$ cat src/rtl/miriscv_mem_pkg.sv
// rtl/miriscv_mem_pkg.sv - shared types and constants for the miriscv memory arbiter
package miriscv_mem_pkg;

  typedef enum logic [1:0] {
    ST_IDLE   = 2'd0,
    ST_BUSY_I = 2'd1,
    ST_BUSY_D = 2'd2
  } mem_state_t;

  localparam logic [2:0] MEM_SIZE_B  = 3'd0;
  localparam logic [2:0] MEM_SIZE_H  = 3'd1;
  localparam logic [2:0] MEM_SIZE_W  = 3'd2;
  localparam logic [2:0] MEM_SIZE_BU = 3'd4;
  localparam logic [2:0] MEM_SIZE_HU = 3'd5;

  localparam int CNT_W = 10;

endpackage

$ cat src/rtl/miriscv_mem_timeout.sv
// rtl/miriscv_mem_timeout.sv - busy-cycle counter that flags a memory access as expired
module miriscv_mem_timeout
  import miriscv_mem_pkg::*;
#(
  parameter int TIMEOUT = 255
) (
  input  logic clk,
  input  logic reset,
  input  logic clr,
  input  logic en,
  output logic expired
);

  localparam logic [CNT_W-1:0] LIMIT = CNT_W'(TIMEOUT);

  logic [CNT_W-1:0] r_cnt;

  always_ff @(posedge clk) begin
    if (reset || clr) begin
      r_cnt <= '0;
    end else if (en) begin
      r_cnt <= r_cnt + 1'b1;
    end
  end

  assign expired = (r_cnt == LIMIT);

endmodule

$ cat src/rtl/miriscv_mem_arbiter.sv
// rtl/miriscv_mem_arbiter.sv - shares one variable-latency memory port between fetch and load/store
module miriscv_mem_arbiter
  import miriscv_mem_pkg::*;
#(
  parameter int TIMEOUT = 255
) (
  input  logic        clk,
  input  logic        reset,
  input  logic        instr_req_i,
  input  logic [31:0] instr_addr_i,
  output logic [31:0] instr_rdata_o,
  output logic        instr_rvalid_o,
  input  logic        data_req_i,
  input  logic        data_we_i,
  input  logic [2:0]  data_size_i,
  input  logic [31:0] data_addr_i,
  input  logic [31:0] data_wdata_i,
  output logic [31:0] data_rdata_o,
  output logic        data_rvalid_o,
  output logic        mem_req_o,
  output logic        mem_we_o,
  output logic [2:0]  mem_size_o,
  output logic [31:0] mem_addr_o,
  output logic [31:0] mem_wdata_o,
  input  logic [31:0] mem_rdata_i,
  input  logic        mem_ready_i,
  output logic        stall_o,
  output logic        err_o
);

  mem_state_t  r_state;
  mem_state_t  w_state_next;
  logic        w_grant_i;
  logic        w_grant_d;
  logic        w_done;
  logic        w_abort;
  logic        w_busy;
  logic        w_expired;
  logic        w_instr_elig;
  logic        w_data_elig;

  logic        r_we;
  logic [2:0]  r_size;
  logic [31:0] r_addr;
  logic [31:0] r_wdata;
  logic [31:0] r_instr_rdata;
  logic [31:0] r_data_rdata;
  logic        r_instr_rvalid;
  logic        r_data_rvalid;
  logic        r_err;

  // A requester still holds req during its rvalid cycle; that stale req must not re-grant.
  assign w_instr_elig = instr_req_i & ~r_instr_rvalid;
  assign w_data_elig  = data_req_i & ~r_data_rvalid;
  assign w_busy       = (r_state != ST_IDLE);

  miriscv_mem_timeout #(
    .TIMEOUT(TIMEOUT)
  ) u_timeout (
    .clk    (clk),
    .reset  (reset),
    .clr    (w_grant_i | w_grant_d),
    .en     (w_busy & ~mem_ready_i),
    .expired(w_expired)
  );

  always_ff @(posedge clk) begin
    if (reset) begin
      r_state <= ST_IDLE;
    end else begin
      r_state <= w_state_next;
    end
  end

  always_comb begin
    w_state_next = r_state;
    w_grant_i    = 1'b0;
    w_grant_d    = 1'b0;
    w_done       = 1'b0;
    w_abort      = 1'b0;
    case (r_state)
      ST_IDLE: begin
        if (w_data_elig) begin
          w_grant_d    = 1'b1;
          w_state_next = ST_BUSY_D;
        end else if (w_instr_elig) begin
          w_grant_i    = 1'b1;
          w_state_next = ST_BUSY_I;
        end
      end
      ST_BUSY_I, ST_BUSY_D: begin
        // A response arriving on the expiry cycle still counts as a normal completion.
        if (mem_ready_i) begin
          w_done       = 1'b1;
          w_state_next = ST_IDLE;
        end else if (w_expired) begin
          w_abort      = 1'b1;
          w_state_next = ST_IDLE;
        end
      end
      default: w_state_next = ST_IDLE;
    endcase
  end

  always_ff @(posedge clk) begin
    if (reset) begin
      r_we           <= 1'b0;
      r_size         <= '0;
      r_addr         <= '0;
      r_wdata        <= '0;
      r_instr_rdata  <= '0;
      r_data_rdata   <= '0;
      r_instr_rvalid <= 1'b0;
      r_data_rvalid  <= 1'b0;
      r_err          <= 1'b0;
    end else begin
      r_instr_rvalid <= 1'b0;
      r_data_rvalid  <= 1'b0;
      r_err          <= 1'b0;
      if (w_grant_d) begin
        r_we    <= data_we_i;
        r_size  <= data_size_i;
        r_addr  <= data_addr_i;
        r_wdata <= data_we_i ? data_wdata_i : 32'd0;
      end else if (w_grant_i) begin
        r_we    <= 1'b0;
        r_size  <= MEM_SIZE_W;
        r_addr  <= instr_addr_i;
        r_wdata <= '0;
      end
      if (w_done || w_abort) begin
        r_err <= w_abort;
        if (r_state == ST_BUSY_I) begin
          r_instr_rvalid <= 1'b1;
          r_instr_rdata  <= w_abort ? 32'd0 : mem_rdata_i;
        end else begin
          r_data_rvalid <= 1'b1;
          if (w_abort) begin
            r_data_rdata <= '0;
          end else if (!r_we) begin
            r_data_rdata <= mem_rdata_i;
          end
        end
      end
    end
  end

  assign mem_req_o      = w_busy;
  assign mem_we_o       = w_busy & r_we;
  assign mem_size_o     = r_size;
  assign mem_addr_o     = r_addr;
  assign mem_wdata_o    = r_wdata;
  assign instr_rdata_o  = r_instr_rdata;
  assign instr_rvalid_o = r_instr_rvalid;
  assign data_rdata_o   = r_data_rdata;
  assign data_rvalid_o  = r_data_rvalid;
  assign err_o          = r_err;
  assign stall_o        = (instr_req_i & ~r_instr_rvalid) | (data_req_i & ~r_data_rvalid);

endmodule

$ cat config.mk
export PLATFORM = sky130hd
export DESIGN_NAME = miriscv_mem_arbiter
export DESIGN_NICKNAME = d
export VERILOG_FILES = /design/src/rtl/miriscv_mem_pkg.sv /design/src/rtl/miriscv_mem_timeout.sv /design/src/rtl/miriscv_mem_arbiter.sv
export SDC_FILE = /design/constraint.sdc
export NUM_CORES = 1
export LEC_CHECK = 0
export BUFFER_PORTS_ARGS = -buffer_cell sky130_fd_sc_hd__buf_2
export CAP_MARGIN = 20
export CORE_MARGIN = 5
export CORE_UTILIZATION = 30
export DETAILED_ROUTE_END_ITERATION = 10
export HOLD_SLACK_MARGIN = 0.05
export SLEW_MARGIN = 20
export SYNTH_ARGS = -nofsm -noshare
export SYNTH_HDL_FRONTEND = slang
export SYNTH_HIERARCHICAL = 1
export SYNTH_SLANG_ARGS = --single-unit
$ cat constraint.sdc
create_clock -name clk -period 2.4 [get_ports clk]
set_input_delay 0.12 -clock clk [delete_from_list [all_inputs] [get_ports clk]]
set_output_delay 0.12 -clock clk [all_outputs]
set_load 0.01 [all_outputs]
==> reports/results.tsv <==
stage	metric	value	unit
floorplan	Die Area	22900	um2
yosys	top_reg_cell synth	dfxtp_1	
power	leak pwr	4.48	nW
sta	total negative slack	0	ns
detailed_routing	DRT iter0 DRCs	220	
yosys	FFs w/ async S/R, synth	0	
critical_path	critical path class	reg -> reg	
global_route	Congestion Overflow GR	0	
sta	Hold WS	0.0735	ns
global_route	antenna violations before repair	0	
yosys	Synth area leaders	dfxtp_1 (49%), mux2i_1 (11%), o32ai_2 (7.9%)	
yosys	commonest cells in the netlist	dfxtp_1 (147), mux2i_1 (65), nand2_1 (39)	
finish	Design Area, Final	9460	um2
power	power density cells	719	nW/um2
hold_path	hold crit path type	in -> reg	
place	I/O Buffers	273	
yosys	top-area cell type share of the netlist area	0.491	
sta	unrepaired setup endpoints after global routing	no	
clocking	Num CTS Buffers	17	
clocking	Max clock buf depth	2	
detailed_routing	drt pass-1 iters	5	
sta	Slew Limit Fails	0	
sta	fin crit period	2.01	ns
critical_path	worst-path fanout max	32	
yosys	Yosys reg bits	147	
yosys	Syn Inst Count	536	
yosys	Mean Syn Cell Area	11.2	um2
power	Max VDD drop	0.440	mV
clocking	clock latency on the worst-skew pair	0.41	ns
sta	Worst-Margin Slew	0.516	ns
critical_path	WP data required	2.70	ns
critical_path	Worst Path Arrival	2.30	ns
sta	fmax	498	MHz
finish	# diodes	0	
finish	Non-Filler Instances	1206	
finish	Fill cells	1802	
global_route	global-route wire length before repair	28.4	mm
place	RD Place Congestion	0.726	
global_route	largest net degree at the start of global routing	102	
clocking	CTS tree	yes	
sta	Final Hold Violating Endpoints	0	
clocking	# resized after CTS	0	
yosys	mapped cell area	6000	um2
status	status	finished, final reports clean	
clocking	Clock Root Buffer	clkbuf_16	
floorplan	starting density of the core	0.306	
floorplan	I/O pins	274	
detailed_routing	via/cell ratio	4.65	
yosys	sequential area share after synthesis	0.491	
sta	fin crit share	0.836	
detailed_routing	Via Count	5603	
finish	Nets	1068	
yosys	Ys Warns	6	
floorplan	Die Y	151	um
global_route	vias in the first global route	5723	
finish	area delta synth->final	57.7	%
clocking	H-tree Lvls	4	
critical_path	Critical Path End Type	register	
yosys	largest area contributor in the netlist	dfxtp_1	
floorplan	row count	51	
clocking	setup bufs post-CTS	0	
floorplan	Die X	151	um
place	Cell Area, Placed	7540	um2
yosys	Post-synth EDFFs	0	
place	post-DP HPWL	11.6	mm
place	cell count after placement	1043	
clocking	clock sinks	147	
sta	Clock Skew	0.00897	ns
critical_path	crit path launch type	register	
detailed_routing	detailed-route wire length per cell	14.9	um
clocking	clock slew at reported path FFs	0.06	ns
sta	Finish-stage setup viols	0	
flow_run	Max Cap Viol	0	
global_route	GRT Util Overall	0.155	
yosys	Cell variety after synth	50	
detailed_routing	number of remaining DRC errors	0	
detailed_routing	antenna-violating nets left	0	
finish	fraction of layout cells with a size suffix above 1	0.390	
sta	worst rel slew slack	0.656	
yosys	Post-Syn Nets	676	
floorplan	Core Box Area	19600	um2
detailed_routing	Detailed Route WL	18.0	mm
power	Power, Total	6.80	mW
clocking	cts-stage hold buffer count	131	
yosys	most frequent cell after synthesis	dfxtp_1	
[power by group]
group | internal [mW] | leakage, nW | switching, mW | total (mW)
clock network | 1.59 | 0.288 | 1.11 | 2.70
logic | 0.683 | 2.99 | 0.713 | 1.40
registers | 2.62 | 1.20 | 0.0871 | 2.71
total | 4.90 | 4.48 | 1.91 | 6.80
[metal layers]
layer	track usage	routed length, um	vias to the layer above
met1	0.177	7160	2601
met2	0.274	8930	207
met5	0	0	-
met4	0.0508	358	0
li1	-	-	2765
met3	0.0473	1570	30
[cells by family after synthesis]
logic type | count (synthesis) | share of synthesized area
buffers and inverters | 85 | 0.0753
and+or+nand+nor | 113 | 0.0999
xor gates and xnor gates | 4 | 0.00584
AOI/OAI and AO/OA | 119 | 0.213
muxes | 65 | 0.108
adders and majority gates | 3 | 0.00626
DFF | 147 | 0.491
[registers in the layout (all words and copies together) (netlist names), 2 cells and up]
signal / cells
mem_size_o: 3
instr_rdata_o: 32
mem_wdata_o: 32
r_state: 2
mem_addr_o: 32
u_timeout/r_cnt: 10
data_rdata_o: 32
[final cells by class]
cell class / instances / area, um2 / area share
clock buffer: 18 / 439 / 0.0464
clock inverter: 14 / 166 / 0.0176
inverter: 37 / 139 / 0.0147
multi-input combinational: 304 / 2610 / 0.276
sequential: 147 / 2940 / 0.311
tap: 265 / 332 / 0.0351
timing repair buffer: 421 / 2830 / 0.299
[critical path, stage by stage (launching register included)]
cell     delay (ns)
dfxtp_1        0.41
ha_1           0.24
nand2_1        0.10
nor4_1         0.23
buf_4          0.18
o21a_1         0.17
a21oi_4        0.06
buf_4          0.24
a22o_1         0.23
[path summary, 6_finish.rpt]
check | slack [ns] | end | cells after the start | from
max | 0.39 | instr_rdata_o[27] | 8 | u_timeout/r_cnt[0]
min | 0.07 | data_rvalid_o | 3 | mem_ready_i
max reg2reg | 0.39 | instr_rdata_o[27] | 8 | u_timeout/r_cnt[0]
min reg2reg | 0.46 | data_rdata_o[6] | 2 | data_rdata_o[6]
[cells in the final DEF, fill, tap and decap left out, drive strengths merged, types with 3 or more instances in the layout]
cell / instances
ha: 3
clkbuf: 18
nand2: 39
a32o: 32
clkinvlp: 3
clkinv: 3
a31o: 4
dfxtp: 147
xor2: 3
mux2i: 65
a22o: 32
nand3: 34
or3: 3
nor2: 8
inv: 43
dlygate4sd3: 131
o21ai: 7
o32ai: 32
nor2b: 8
a21oi: 8
nand4: 3
buf: 290
[metrics by stage]
step | utilization | worst slack, ns
finish | 0.483 | 0.393
global route | 0.483 | 0.144
CTS | 0.483 | 0.396
detailed placement | 0.385 | 0.410
global placement | 0.385 | 0.441
floorplan | - | 0.390
(Power assumes the default switching activity.)
